--- src/rtl/inst_trace_fifo.sv ---
// Instruction trace FIFO: captures {pc, inst} each CPU clock, tags it with a sequence
// number and presents it first-word-fall-through to a valid/ready consumer.
module inst_trace_fifo #(
    parameter int DEPTH       = 16,
    parameter bit SKIP_REPEAT = 1'b0,
    localparam int AW         = $clog2(DEPTH)
) (
    input  logic          clk,
    input  logic          rst_n,
    input  logic          cap_en,
    input  logic          clear,
    input  logic [31:0]   pc,
    input  logic [31:0]   inst,
    input  logic          rd_ready,
    output logic          rd_valid,
    output logic [15:0]   rd_seq,
    output logic [31:0]   rd_pc,
    output logic [31:0]   rd_inst,
    output logic [AW:0]   count,
    output logic          full,
    output logic          empty,
    output logic [15:0]   drop_cnt
);

    logic [79:0]   mem [DEPTH];

    logic [AW-1:0] wr_ptr_reg, wr_ptr_next;
    logic [AW-1:0] rd_ptr_reg, rd_ptr_next;
    logic [AW:0]   count_reg, count_next;
    logic [15:0]   seq_reg, seq_next;
    logic [15:0]   drop_cnt_reg, drop_cnt_next;
    logic          have_last_reg, have_last_next;
    logic [31:0]   last_pc_reg, last_pc_next;
    logic [79:0]   head_reg, head_next;

    logic          repeat_hit, cap, pop, push, drop;
    logic [79:0]   wdata;

    assign full       = (count_reg == (AW+1)'(DEPTH));
    assign empty      = (count_reg == '0);
    assign rd_valid   = ~empty;
    assign count      = count_reg;
    assign drop_cnt   = drop_cnt_reg;
    assign rd_seq     = head_reg[79:64];
    assign rd_pc      = head_reg[63:32];
    assign rd_inst    = head_reg[31:0];

    assign repeat_hit = have_last_reg & (pc == last_pc_reg);
    assign cap        = cap_en & ~(SKIP_REPEAT & repeat_hit);
    assign pop        = rd_valid & rd_ready;
    assign push       = cap & (~full | pop);
    assign drop       = cap & full & ~pop;
    assign wdata      = {seq_reg, pc, inst};

    always_comb begin
        wr_ptr_next    = wr_ptr_reg;
        rd_ptr_next    = rd_ptr_reg;
        count_next     = count_reg;
        seq_next       = seq_reg;
        drop_cnt_next  = drop_cnt_reg;
        have_last_next = have_last_reg;
        last_pc_next   = last_pc_reg;
        head_next      = head_reg;
        if (clear) begin
            wr_ptr_next    = '0;
            rd_ptr_next    = '0;
            count_next     = '0;
            seq_next       = '0;
            drop_cnt_next  = '0;
            have_last_next = 1'b0;
        end else begin
            if (cap) begin
                have_last_next = 1'b1;
                last_pc_next   = pc;
                seq_next       = seq_reg + 16'd1;
            end
            if (push) wr_ptr_next = wr_ptr_reg + 1'b1;
            if (pop)  rd_ptr_next = rd_ptr_reg + 1'b1;
            case ({push, pop})
                2'b10:   count_next = count_reg + 1'b1;
                2'b01:   count_next = count_reg - 1'b1;
                default: count_next = count_reg;
            endcase
            if (drop && drop_cnt_reg != 16'hFFFF) drop_cnt_next = drop_cnt_reg + 16'd1;
            // Head register tracks the entry visible after this edge; the slot being
            // written this cycle is taken from the write data, not the array.
            if (count_next != '0) begin
                if (push && wr_ptr_reg == rd_ptr_next) head_next = wdata;
                else                                   head_next = mem[rd_ptr_next];
            end
        end
    end

    always_ff @(posedge clk or negedge rst_n) begin
        if (!rst_n) begin
            wr_ptr_reg    <= '0;
            rd_ptr_reg    <= '0;
            count_reg     <= '0;
            seq_reg       <= '0;
            drop_cnt_reg  <= '0;
            have_last_reg <= 1'b0;
            last_pc_reg   <= '0;
            head_reg      <= '0;
        end else begin
            wr_ptr_reg    <= wr_ptr_next;
            rd_ptr_reg    <= rd_ptr_next;
            count_reg     <= count_next;
            seq_reg       <= seq_next;
            drop_cnt_reg  <= drop_cnt_next;
            have_last_reg <= have_last_next;
            last_pc_reg   <= last_pc_next;
            head_reg      <= head_next;
        end
    end

    // Storage contents are never reset; the head register masks stale data.
    always_ff @(posedge clk) begin
        if (push && !clear) mem[wr_ptr_reg] <= wdata;
    end

endmodule
--- config.mk ---
export PLATFORM = sky130hd
export DESIGN_NAME = inst_trace_fifo
export DESIGN_NICKNAME = d
export VERILOG_FILES = /design/src/rtl/inst_trace_fifo.sv
export SDC_FILE = /design/constraint.sdc
export NUM_CORES = 2
export LEC_CHECK = 0
export ABC_AREA = 1
export BUFFER_PORTS_ARGS = -buffer_cell sky130_fd_sc_hd__buf_2
export CORE_UTILIZATION = 45
export CTS_BUF_LIST = sky130_fd_sc_hd__clkbuf_4 sky130_fd_sc_hd__clkbuf_8
export CTS_CLUSTER_DIAMETER = 150
export CTS_CLUSTER_SIZE = 40
export DETAILED_ROUTE_END_ITERATION = 12
export SYNTH_ARGS = -nofsm -noshare
export SYNTH_HDL_FRONTEND = slang
export SYNTH_SLANG_ARGS = --single-unit
--- constraint.sdc ---
create_clock -name clk -period 6.43 [get_ports clk]
set_input_delay 0.643 -clock clk [delete_from_list [all_inputs] [get_ports clk]]
set_output_delay 0.643 -clock clk [all_outputs]
set_load 0.03 [all_outputs]
==> results.ini <==
[synth]
synth_top_area_share_pct=62.7
synth_fa_ha_area_share_pct=0.237
synthMuxAreaShare_pct=0
synthTopCellsByArea=edfxtp_1 63%, nand3_1 13%, nand2_1 9.8%
syn-num-nets=6032
synth_top_family_by_area=simple AND/OR/NAND/NOR gates
yosysTopAreaCell=edfxtp_1
syn-cell-area_um2=61300
synthSimpleGateAreaFrac_pct=24.3
yosysWarnings=0
syn_inst=5952
ys_types=31
yosys_register_bits=1405
synth-seq-area-share_pct=67.8
synth_compound_area_share_pct=0.431
synthXorXnorAreaFrac_pct=0.100
avgSynthCellArea_um2=10.3

[worst_setup_path]
path_cells=nor2_2 -> nand3_4 -> nand2_4 -> nand2_8 -> nand2_4 -> buf_12 -> nand2_1 -> nand3_1 -> nand3_1 -> nand3_1 -> nand3_1 -> nand2_1 -> nand2_1
path_class=flop to flop
critPathBufInv=1
slowest_stage=nand2_4
r2r_end=head_reg[48]$_DFFE_PN0P_
cp-start-kind=flop
cp.depth=13
cp-end-kind=flop
worst_ep_arrival_time_ns=4.73
r2r_cells=13
slowest_delay_ns=0.91
crit_path_max_fanout=104
worstPathRequired_ns=7.18
crit_family=simple AND/OR/NAND/NOR gates
crit_top_cell=nand3_1
reg2reg_setup_slack_ns=2.45
worstReg2RegStart=count[0]$_DFF_PN0_

[power]
power_leakage_nw=26.8
finalPower_mw=29.9
ir_drop_uv=660
power_density_nw_per_um2=464

[final_layout]
layout_common_cells=1595 x nand2_1, 1561 x nand3_1, 1280 x edfxtp_1, 684 x inv_1, 205 x nor2_1
layout.cells.non_filler=7675
final_common_cell=nand2_1
design_area_um2=64500
nNetsFinal=5939
drive_above_1_share_pct=5.89
syn2layout_area_growth_pct=5.19
fin_util_pct=47.7
largest_reg_flops=1280

[cts]
h-tree-depth=2
cts_buffer_depth=3
numCtsBuffers=41
cts_tree=built
clock_latency_ns=0.85
clk_pin_slew_ns=0.23
cts-root-buf=clkbuf_8
cts.sinks=1405
post_cts_buffers=0

[min_path]
whs_endpoint=seq_reg[0]$_DFFE_PN0P_
worstHoldStart=cap_en
hp-class=input pin to flop
min_path_cells=3

[global_route]
antenna_found_initial=4
grt_pass1_wl_um=250000
overflow=0
grt_pass1_vias=39400
grt_max_degree=198
grt_use_total_pct=23.8

[run_status]
outcome=finished, final reports clean

[detailed_routing]
dr.pass1.iters=6
drc=0
antenna_left=0
viasPerCell=5.41
vias=41500
wire_per_inst_um=21.5
drt_iter0_drc=4308
route.final.wire_length_um=165000

[sta]
finalHoldViolCount=0
slew_headroom_pct=23.4
finalSetupTns_ns=0
finalCritPeriodShare_pct=61.8
max_clock_freq_mhz=251
setup_viol_count_final=0
worstMarginPinSlew_ns=1.15
clock_skew_ns=0.0907
rsz0062_at_grt=no
worst_slack_ns=2.45
final.min_clock_period_ns=3.98
maxSlewViolCount=0
whs_ns=0.145

[placement]
gp_congestion=0.775
dp.cells=7596
place_area_um2=63600
numPortBuffers=172
post-place-ws_ns=2.35
post-dp-hpwl_um=74100

[floorplanning]
core_area_um2=135000
dieArea_um2=138000
chipWidth_um=371
die_h_um=371
num_io_pins=173
row_count=135
initial_core_util_pct=45.3

[run]
maxCapViolCount=0

==> synth_stat cells <==
library cell     n
nand2_1       1597
nand3_1       1562
edfxtp_1      1280
inv_1          684
buf_2          255
nor2_1         213
dfrtp_1        125
clkbuf_1        64
buf_1           35
nor3_1          25
a21oi_1         24
o21ai_0         23
buf_4           16
ha_1            10
xor2_1           6
buf_6            5
inv_2            4
nand2_2          4
nand4_1          3
nor2_2           3
o31ai_1          3
nand3_2          2
a31oi_1          1
and3_1           1
fa_1             1
nand2_4          1
nand3_4          1
nor3b_1          1
nor4_1           1
or2_1            1
xnor2_1          1
==> worst reg2reg max path: cells and delay by family, from the launching register on <==
family,cells,cell delay (ns)
AND/OR/NAND/NOR,12,2.85
flip-flops,1,0.52
buffers and inverters,1,0.51
==> layer usage <==
layer  track usage (%)  vias to the layer above  routed length (µm)
li1                  -                    19600                   -
met1              32.2                    20600               70800
met2              41.4                     1135               82200
met3              2.26                      194                8530
met4              5.58                        8                3310
met5                 0                        -                  54
==> worst max path at each step <==
stage	from	to
6_report	count[0]$_DFF_PN0_	head_reg[48]$_DFFE_PN0P_
5_1_grt	count[0]$_DFF_PN0_	head_reg[30]$_DFFE_PN0P_
4_1_cts	count[0]$_DFF_PN0_	head_reg[73]$_DFFE_PN0P_
3_5_place_dp	cap_en	head_reg[73]$_DFFE_PN0P_
3_3_place_gp	cap_en	head_reg[73]$_DFFE_PN0P_
2_1_floorplan	count[0]$_DFF_PN0_	mem[5][0]$_DFFE_PP_
==> kinds of logic (layout without fill, tap and decap cells) <==
group | after synthesis | count (layout)
flops | 1405 | 1405
other cells | 0 | 3
buf+inv | 1063 | 1002
compound gates | 51 | 51
fa+ha+maj | 11 | 11
xor+xnor | 7 | 7
simple gates | 3415 | 3415
==> layout make-up <==
cell class | count | area [µm²]
sequential | 1405 | 41600
inverter | 688 | 2600
clock inverter | 4 | 55.1
clock buffer | 71 | 790
antenna | 3 | 7.51
tap | 1781 | 2230
fill | 12300 | 70800
timing repair buffer | 239 | 1700
multi-input combinational | 3484 | 15600
==> timing repair <==
action	CTS	global route
hold buffers	1	0
resized for setup	0	0
endpoints found under the hold margin	67	0
==> power breakdown <==
part	switching (mW)	total (mW)	leakage (nW)	internal, mW
registers	0.268	10.6	13.2	10.4
clock network	2.58	3.38	0.453	0.796
logic	11.5	15.9	13.2	4.42
total	14.3	29.9	26.8	15.6
(Power assumes the default switching activity.)
